**src/rtl/branch_predictor.sv**
```systemverilog
// rtl/branch_predictor.sv - 2-bit saturating-counter branch predictor with branch/mispredict counters.
// Define BRANCH_PREDICTOR_GSHARE_EN to XOR a global history register into the table index.
module branch_predictor #(
  parameter int IDX_BITS = 6
) (
  input  logic                clk,
  input  logic                rst_n,
  input  logic [31:0]         pred_pc,
  output logic                pred_taken,
  output logic [IDX_BITS-1:0] pred_ghr,
  input  logic                upd_valid,
  input  logic [31:0]         upd_pc,
  input  logic                upd_br_en,
  input  logic                upd_pred_taken,
  input  logic [IDX_BITS-1:0] upd_ghr,
  output logic                mispredict,
  output logic [31:0]         br_count,
  output logic [31:0]         mp_count
);

  localparam int ENTRIES = 1 << IDX_BITS;

  logic [1:0]          table_q [ENTRIES];
  logic [IDX_BITS-1:0] pred_idx;
  logic [IDX_BITS-1:0] upd_idx;
  logic [1:0]          upd_old;
  logic [1:0]          upd_new;
  logic [31:0]         br_count_q, br_count_d;
  logic [31:0]         mp_count_q, mp_count_d;

  logic unused_pc_bits;
  assign unused_pc_bits = ^{pred_pc[31:IDX_BITS+2], pred_pc[1:0],
                            upd_pc[31:IDX_BITS+2], upd_pc[1:0]};

`ifdef BRANCH_PREDICTOR_GSHARE_EN
  logic [IDX_BITS-1:0] ghr_q, ghr_d;

  assign pred_idx = pred_pc[IDX_BITS+1:2] ^ ghr_q;
  assign upd_idx  = upd_pc[IDX_BITS+1:2] ^ upd_ghr;
  assign pred_ghr = ghr_q;

  always_comb begin
    ghr_d = ghr_q;
    if (upd_valid) ghr_d = {ghr_q[IDX_BITS-2:0], upd_br_en};
  end

  always_ff @(posedge clk or negedge rst_n) begin
    if (!rst_n) ghr_q <= '0;
    else        ghr_q <= ghr_d;
  end
`else
  logic unused_ghr;
  assign unused_ghr = ^upd_ghr;

  assign pred_idx = pred_pc[IDX_BITS+1:2];
  assign upd_idx  = upd_pc[IDX_BITS+1:2];
  assign pred_ghr = '0;
`endif

  // Lookup reads the registered table, so a same-cycle update shows up next cycle.
  assign pred_taken = table_q[pred_idx][1];
  assign mispredict = upd_valid && (upd_pred_taken != upd_br_en);

  always_comb begin
    upd_old = table_q[upd_idx];
    upd_new = upd_old;
    if (upd_br_en) begin
      if (upd_old != 2'b11) upd_new = upd_old + 2'd1;
    end else begin
      if (upd_old != 2'b00) upd_new = upd_old - 2'd1;
    end
  end

  always_comb begin
    br_count_d = br_count_q;
    mp_count_d = mp_count_q;
    if (upd_valid)  br_count_d = br_count_q + 32'd1;
    if (mispredict) mp_count_d = mp_count_q + 32'd1;
  end

  always_ff @(posedge clk or negedge rst_n) begin
    if (!rst_n) begin
      for (int i = 0; i < ENTRIES; i++) table_q[i] <= 2'b01;
      br_count_q <= '0;
      mp_count_q <= '0;
    end else begin
      if (upd_valid) table_q[upd_idx] <= upd_new;
      br_count_q <= br_count_d;
      mp_count_q <= mp_count_d;
    end
  end

  assign br_count = br_count_q;
  assign mp_count = mp_count_q;

endmodule

```
**config.mk**
```make
export PLATFORM = sky130hd
export DESIGN_NAME = branch_predictor
export DESIGN_NICKNAME = d
export VERILOG_FILES = /design/src/rtl/branch_predictor.sv
export SDC_FILE = /design/constraint.sdc
export NUM_CORES = 1
export LEC_CHECK = 0
export CAP_MARGIN = 0
export CORE_MARGIN = 2
export CORE_UTILIZATION = 50
export CTS_CLUSTER_DIAMETER = 100
export CTS_CLUSTER_SIZE = 14
export DETAILED_ROUTE_END_ITERATION = 8
export PLACE_DENSITY = 0.8
export SETUP_SLACK_MARGIN = 0.2
export SLEW_MARGIN = 20
export SYNTH_ARGS = -nofsm -noshare
export SYNTH_HDL_FRONTEND = slang
export SYNTH_SLANG_ARGS = --single-unit
```
**constraint.sdc**
```tcl
create_clock -name clk -period 3.3 [get_ports clk]
set_clock_uncertainty 0.05 [all_clocks]
set_input_delay 0.66 -clock clk [delete_from_list [all_inputs] [get_ports clk]]
set_output_delay 0.66 -clock clk [all_outputs]
set_load 0.02 [all_outputs]
```
==> results of run 1 <==
-- kinds of logic (layout without fill, tap and decap cells) --
| group | count (synthesis) | count (layout) | synth area share, % |
|---|---|---|---|
| xor+xnor | 63 | 63 | 5.57 |
| other cells | 1 | 6 | 0.0378 |
| fa+ha+maj | 4 | 4 | 0.505 |
| mux | 61 | 61 | 10.3 |
| compound gates | 192 | 192 | 11.3 |
| buf+inv | 70 | 184 | 4.00 |
| flops | 192 | 192 | 49.3 |
| simple gates | 418 | 418 | 19.0 |
-- synth_stat cells, types with 4 or more instances --
cell type  count  area share, %
and3_1        13           0.82
a31oi_1        8           0.50
mux4_2        32            7.3
nand2b_1       8           0.50
a221oi_1       6           0.53
inv_1          7           0.27
clkbuf_1      19           0.72
xor2_1        23            2.0
dfrtp_1      128             32
o31ai_1        5           0.38
a22oi_1        4           0.30
buf_4         12           0.91
a32oi_1        4           0.35
dfstp_2       64             17
buf_6          9            1.0
o31ai_2        6           0.76
a21oi_1       74            3.7
nor2b_1        5           0.32
buf_1          5           0.19
or2_2          5           0.32
nand3b_1       5           0.38
nand3_1       23            1.2
buf_2         17           0.86
mux2_2        12            1.4
nand2_1      156            5.9
nand4_1       17            1.1
xnor2_1       40            3.5
and4_1         5           0.44
o21ai_0       70            3.5
nor2_1       153            5.8
mux2i_1       17            1.7
nor3_1         6           0.30
-- layout by cell type, fill, tap and decap left out, types with 17 or more instances in the layout --
cell type | synthesis | routed
a21oi_1 | 74 | 74
buf_4 | 12 | 48
clkbuf_16 | 0 | 17
clkdlybuf4s50_1 | 0 | 75
dfrtp_1 | 128 | 128
dfstp_2 | 64 | 64
mux2i_1 | 17 | 17
mux4_2 | 32 | 32
nand2_1 | 156 | 156
nand3_1 | 23 | 23
nand4_1 | 17 | 17
nor2_1 | 153 | 153
o21ai_0 | 70 | 70
xnor2_1 | 40 | 40
xor2_1 | 23 | 23
-- registers in the layout, summed over array words and instances, names as in the netlist --
register,cells
br_count,32
table_q,128
mp_count,32
-- repair_timing --
action	4_1_cts	5_1_grt
gates cloned	2	0
endpoints found under the setup margin	1	1
resized for setup	18	0
-- final timing paths --
| kind | from | end | cells after the start |
|---|---|---|---|
| min in group clk | table_q[20]$_DFFE_PN1P_ | table_q[20]$_DFFE_PN1P_ | 2 |
| worst max register to register | table_q[51]$_DFFE_PN0P_ | table_q[11]$_DFFE_PN0P_ | 8 |
| max in group asynchronous | rst_n | table_q[122]$_DFFE_PN1P_ | 2 |
| worst max-delay path | pred_pc[2] | pred_taken | 6 |
| worst min register to register | table_q[20]$_DFFE_PN1P_ | table_q[20]$_DFFE_PN1P_ | 2 |
| worst min-delay path | rst_n | table_q[11]$_DFFE_PN0P_ | 1 |
-- per-stage QoR --
step / cell area (µm²) / instances / total power, µW
floorplan: 9970 / 1006 / 4070
global placement: 11300 / 1351 / 4590
detailed placement: 11300 / 1351 / 4660
CTS: 12000 / 1385 / 6810
global route: 12000 / 1385 / 7100
finish: 12000 / 1385 / 6790
-- worst max-delay path: cells and delay by family --
| family | cells | cell delay [ns] |
|---|---|---|
| buf+inv | 3 | 0.37 |
| mux | 3 | 1.51 |
-- layout make-up --
type                    count  area [µm²]
clock buffers              17         425
clock inverters            15         201
fillers                  1551        7460
inverters                   8        30.0
multi-input cells         744        4650
flip-flops and latches    192        4880
well taps                 265         332
repair buffers            144        1470
-- layer usage --
layer	global-route usage, %	vias up	share of wire, %
met5	0	-	0
met1	32.6	3960	42
li1	-	3700	-
met2	39.8	317	50
met4	11.1	0	3.0
met3	3.95	68	5.9
-- report_power, final --
part | total, µW | switching, µW | internal (µW)
Clock | 2140 | 1090 | 1050
Sequential | 3180 | 350 | 2830
Combinational | 1470 | 754 | 719
Total | 6790 | 2190 | 4600
==> impl_metrics.ini, run 1 <==
[outcome]
status = finished clean

[synthesis]
yosysUniqueCellTypes = 58
yosysSeqAreaShare_pct = 49.3
synth_area_mm2 = 0.00991
yosysWarnings = 0
avgSynthCellArea_um2 = 9.90
synth_edf_count = 0
async_flop_share_pct = 100
synth-seq-cells = 192
synthFlopType = dfrtp_1
synthCells = 1001

[route]
first_iter_violations = 722
firstDrtPassIters = 7
routed_wl_um = 25000
wire_per_inst_um = 18.0
antenna_left = 0
drc = 0
vias = 8045
via_per_inst = 5.81

[global_routing]
grt_usage_pct = 24.5
grt_pass1_vias = 7842
grt_max_degree = 80
grt_pass1_wl_um = 40100
overflow = 0
antenna_found_initial = 0

[die]
rows = 51
fp.dieH_um = 145
start_util_pct = 50.9
core_mm2 = 0.0195
ioPinCount = 147
die_w_um = 145
die-area_mm2 = 0.0210

[layout]
utilization_pct = 61.6
antenna_cells = 0
drive_gt1_share_pct = 20.6
area_growth_pct = 21.0
layout.nets = 1184

[place]
place_congestion = 0.889
dp_hpwl_um = 17200
port_buffers = 82
pre_cts_slack_ns = -0.805

[timing]
final_max_slew_viol_count = 0
hold_ws_ns = 0.210
worst_slack_ns = 0.0439
finalHoldViolCount = 0
tns_ns = 0
fin_crit_sh_pct = 98.7
rsz0062_at_grt = true
max-slew-margin-rel_pct = 49.0
fin_crit_ns = 3.26
timing.fmax_mhz = 307
worstMarginPinSlew_ns = 0.763
setup_viol_count_final = 0

[power]
cellPowerDensity_mw_per_mm2 = 566
ir_drop_mv = 0.388
leakage_uw = 0.00491

[setup_path]
cp_common_cell = mux4_2
crit_chain = buf_8, buf_12, mux4_2, mux4_2, mux4_2, buf_6
cp_slowest_cell = mux4_2
cp_data_arrival_time_ns = 2.55
cp.required_ns = 2.59
r2r_slack_ns = 0.60
critPathKind = in2out
crit_fanout = 8
startpoint_type = input port
cp-end-kind = output port
crit_path_max_incr_delay_ns = 0.54

[clock_tree]
insertion_delay_ns = 0.44
holdBufCountCts = 0
post-cts-setup-buffers = 0
cts_tree = yes
clockBufferDepth = 2
htreeDepth = 4
clkSinkCount = 192
cts.clk_slew.worst_paths_ns = 0.08
clock-root-buffer = clkbuf_16
cts_buffers = 17

[hold_path]
worstHoldPathType = in2async

[run]
drv_cap = 0
Note: power is estimated with default switching activity, not from simulation.
==> inputs of run 2 (changes only) <==
--- a/config.mk
+++ b/config.mk
@@ -12,6 +12,7 @@
 export CTS_CLUSTER_SIZE = 14
 export DETAILED_ROUTE_END_ITERATION = 8
 export PLACE_DENSITY = 0.8
+export REMOVE_ABC_BUFFERS = 1
 export SETUP_SLACK_MARGIN = 0.2
 export SLEW_MARGIN = 20
 export SYNTH_ARGS = -nofsm -noshare
==> impl_metrics.ini, run 2 (synthesis results as in run 1) <==
[place]
port_buffers = 82
place_congestion = 0.912
pre_cts_slack_ns = -0.834
dp_hpwl_um = 17800
dp_cells = 1370

[route]
firstDrtPassIters = 5
antenna_left = 0
wire_per_inst_um = 18.3
drc = 0
first_iter_violations = 872
routed_wl_um = 25700
via_per_inst = 5.89
vias = 8263

[clock_tree]
clock-root-buffer = clkbuf_16
cts_buffers = 17
clockBufferDepth = 2
clkSinkCount = 192
htreeDepth = 4
insertion_delay_ns = 0.44
holdBufCountCts = 0
post-cts-setup-buffers = 0
cts_tree = yes
cts.clk_slew.worst_paths_ns = 0.07

[die]
core_mm2 = 0.0195
die_w_um = 145
ioPinCount = 147
die-area_mm2 = 0.0210
fp.dieH_um = 145
rows = 51
start_util_pct = 50.9

[timing]
final_max_slew_viol_count = 0
worst_slack_ns = 0.00464
timing.fmax_mhz = 303
fin_crit_ns = 3.30
hold_ws_ns = 0.243
fin_crit_sh_pct = 99.9
rsz0062_at_grt = true
setup_viol_count_final = 0
worstMarginPinSlew_ns = 0.756
max-slew-margin-rel_pct = 49.6
finalHoldViolCount = 0

[layout]
fillers = 1526
final_common_cell = nand2_1
final_cell_mix = nand2_1, nor2_1, dfrtp_1, clkdlybuf4s50_1, a21oi_1
largest_reg_flops = 128
antenna_cells = 0
layout.nets = 1203
area_growth_pct = 21.6
drive_gt1_share_pct = 21.8
final_cells = 1404
largest-register = table_q

[run]
drv_cap = 0

[setup_path]
crit_family = multiplexers
crit_fanout = 8
startpoint_type = input port
cp.required_ns = 2.59
cp_data_arrival_time_ns = 2.59
cp-end-kind = output port
cp_slowest_cell = mux4_2
crit_path_max_incr_delay_ns = 0.54
cp_common_cell = mux4_2
critPathKind = in2out
crit_chain = buf_8, buf_12, mux4_2, mux4_2, mux4_2, buf_6
worst-path-buf-inv = 3

[power]
cellPowerDensity_mw_per_mm2 = 561
ir_drop_mv = 0.396
leakage_uw = 0.00496

[global_routing]
overflow = 0
grt_max_degree = 93
grt_pass1_vias = 8196
grt_pass1_wl_um = 41500
grt_usage_pct = 25.6
antenna_found_initial = 0

[hold_path]
worstHoldPathType = in2async

[outcome]
status = finished clean
-- run 2: path summary, 6_finish.rpt --
check                                            to  depth (start not counted)                     start  slack, ns
min                        mp_count[28]$_DFFE_PN0P_                          1                     rst_n       0.24
max                                      pred_taken                          6                pred_pc[2]      0.005
max in group asynchronous  br_count[11]$_DFFE_PN0P_                          2                     rst_n       2.13
max reg2reg                 table_q[24]$_DFFE_PN1P_                         10   table_q[69]$_DFFE_PN0P_       0.52
min reg2reg                mp_count[31]$_DFFE_PN0P_                          1  mp_count[31]$_DFFE_PN0P_       0.42
min in group clk           mp_count[31]$_DFFE_PN0P_                          1  mp_count[31]$_DFFE_PN0P_       0.42
-- run 2: routing by layer --
layer,share of wire (%),up-vias,GRT usage [%]
li1,-,3734,-
met1,41,3995,33.7
met2,47,441,40.6
met3,8.9,93,5.33
met4,3.7,0,12.6
met5,0,-,0
-- run 2: area by class of cell --
cell class | instances | area, µm² | area share [%]
Clock buffer | 19 | 433 | 3.59
Clock inverter | 13 | 150 | 1.25
Inverter | 8 | 30.0 | 0.249
Multi-Input combinational cell | 744 | 4650 | 38.6
Sequential cell | 192 | 4880 | 40.5
Tap cell | 265 | 332 | 2.75
Timing Repair Buffer | 163 | 1570 | 13.0
-- run 2: repair_timing --
item,in CTS,in global routing
gates cloned,2,0
pin swaps,0,0
resized for setup,19,2
endpoints found under the setup margin,1,37
-- run 2: power breakdown --
part | switching, µW | internal [µW] | leakage [µW]
Combinational | 769 | 733 | 0.00234
Clock | 944 | 1130 | 0.000280
Sequential | 354 | 2830 | 0.00235
-- run 2: stage by stage --
stage          total power [µW]  util (%)  instance area (µm²)  setup TNS (ns)
2_1_floorplan              3950         -                 9570               0
3_3_place_gp               4600      58.6                11400           -4.23
3_5_place_dp               4670      58.6                11400           -8.77
4_1_cts                    6770      61.9                12000               0
5_1_grt                    7080      61.9                12100               0
6_report                   6760      61.9                12100               0
==> inputs of run 3 (changes only) <==
--- a/config.mk
+++ b/config.mk
@@ -6,7 +6,6 @@
 export NUM_CORES = 1
 export LEC_CHECK = 0
 export CAP_MARGIN = 0
-export CORE_MARGIN = 2
 export CORE_UTILIZATION = 50
 export CTS_CLUSTER_DIAMETER = 100
 export CTS_CLUSTER_SIZE = 14
==> impl_metrics.ini, run 3 (synthesis results as in run 1) <==
[layout]
layout.nets = 1203
drive_gt1_share_pct = 21.9
largest-register = table_q
fillers = 1556
area_growth_pct = 21.4
final_cell_mix = nand2_1, nor2_1, dfrtp_1, clkdlybuf4s50_1, a21oi_1
utilization_pct = 61.8
antenna_cells = 0
final_common_cell = nand2_1
largest_reg_flops = 128

[global_routing]
grt_max_degree = 87
grt_usage_pct = 25.8
grt_pass1_vias = 7792
overflow = 0
antenna_found_initial = 0
grt_pass1_wl_um = 40500

[route]
antenna_left = 0
firstDrtPassIters = 5
wire_per_inst_um = 17.7
drc = 0
first_iter_violations = 683
via_per_inst = 5.74
vias = 8064
routed_wl_um = 24800

[place]
dp_hpwl_um = 17800
place_congestion = 0.932
port_buffers = 82

[outcome]
status = finished clean

[clock_tree]
clkSinkCount = 192
post-cts-setup-buffers = 0
htreeDepth = 4
clockBufferDepth = 2
insertion_delay_ns = 0.44
cts_tree = yes
cts_buffers = 17
clock-root-buffer = clkbuf_16
cts.clk_slew.worst_paths_ns = 0.07

[timing]
fin_crit_sh_pct = 99.0
setup_viol_count_final = 0
finalHoldViolCount = 0
final_max_slew_viol_count = 0
rsz0062_at_grt = true
tns_ns = 0
timing.fmax_mhz = 306
worstMarginPinSlew_ns = 0.673
max-slew-margin-rel_pct = 55.1
fin_crit_ns = 3.27

[power]
leakage_uw = 0.00494
ir_drop_mv = 0.400
cellPowerDensity_mw_per_mm2 = 550

[setup_path]
crit_path_max_incr_delay_ns = 0.51
critPathKind = in2out
crit_chain = buf_8, buf_12, mux4_2, mux4_2, mux4_2, buf_6
cp-end-kind = output port
crit_fanout = 8
worst-path-buf-inv = 3
cp.required_ns = 2.59
cp_slowest_cell = mux4_2
startpoint_type = input port
crit_family = multiplexers
cp_data_arrival_time_ns = 2.56
cp_common_cell = mux4_2

[die]
rows = 51
ioPinCount = 147
fp.dieH_um = 143
die-area_mm2 = 0.0204
core_mm2 = 0.0195
start_util_pct = 50.9
die_w_um = 143

[hold_path]
worstHoldPathType = in2async

[run]
drv_cap = 0
run 3: worst register-to-register path, cell delays in order, from the launching register on:
cell and delay, ns:
dfrtp_1 0.39, or3b_2 0.45, a21oi_1 0.18, a2111oi_0 0.10, buf_4 0.17, o211ai_1 0.18
nor4_2 0.09, buf_4 0.15, buf_4 0.12, maj3_4 0.34, buf_4 0.18, o31ai_1 0.29
run 3: final timing paths:
check / end / start / slack [ns] / depth (start not counted)
max in group asynchronous: table_q[80]$_DFFE_PN1P_ / rst_n / 2.11 / 2
worst max register to register: table_q[0]$_DFFE_PN1P_ / table_q[79]$_DFFE_PN0P_ / 0.51 / 11
worst max-delay path: pred_taken / pred_pc[2] / 0.03 / 6
worst min register to register: mp_count[31]$_DFFE_PN0P_ / mp_count[31]$_DFFE_PN0P_ / 0.42 / 1
min in group clk: mp_count[31]$_DFFE_PN0P_ / mp_count[31]$_DFFE_PN0P_ / 0.42 / 1
worst min-delay path: mp_count[28]$_DFFE_PN0P_ / rst_n / 0.22 / 1
run 3: stage by stage:
step | hold WS [ns] | instances | setup slack (ns) | area, µm² | power (µW)
2_1_floorplan | 0.314 | 944 | 0.299 | 9570 | 3950
3_3_place_gp | 0.407 | 1370 | -0.810 | 11400 | 4600
3_5_place_dp | 0.419 | 1370 | -0.821 | 11400 | 4670
4_1_cts | 0.242 | 1404 | 0.0417 | 12000 | 6640
5_1_grt | 0.264 | 1404 | 0.00791 | 12000 | 6930
6_report | 0.222 | 1404 | 0.0331 | 12000 | 6620
run 3: metal layers:
| metal | track usage [%] | share of wire, % |
|---|---|---|
| met1 | 34.9 | 44 |
| met2 | 40.9 | 47 |
| met3 | 4.86 | 6.6 |
| met4 | 10.9 | 2.8 |
| met5 | 0 | 0 |
run 3: repair_timing:
action | 4_1_cts | 5_1_grt
gates cloned | 2 | 0
hold buffers | 0 | 0
endpoints found under the setup margin | 1 | 2
gates resized for setup | 18 | 1
run 3: layout make-up:
type                            count  area, µm²  area share, %
Tap cell                          265        332           2.75
Inverter                            8       30.0          0.250
Clock inverter                     14        125           1.04
Sequential cell                   192       4880           40.6
Clock buffer                       18        429           3.57
Multi-Input combinational cell    744       4660           38.7
Timing Repair Buffer              163       1580           13.1
run 3: where the power goes:
| group | internal, µW | switching (µW) |
|---|---|---|
| Combinational | 727 | 753 |
| Clock | 990 | 960 |
| Sequential | 2830 | 357 |
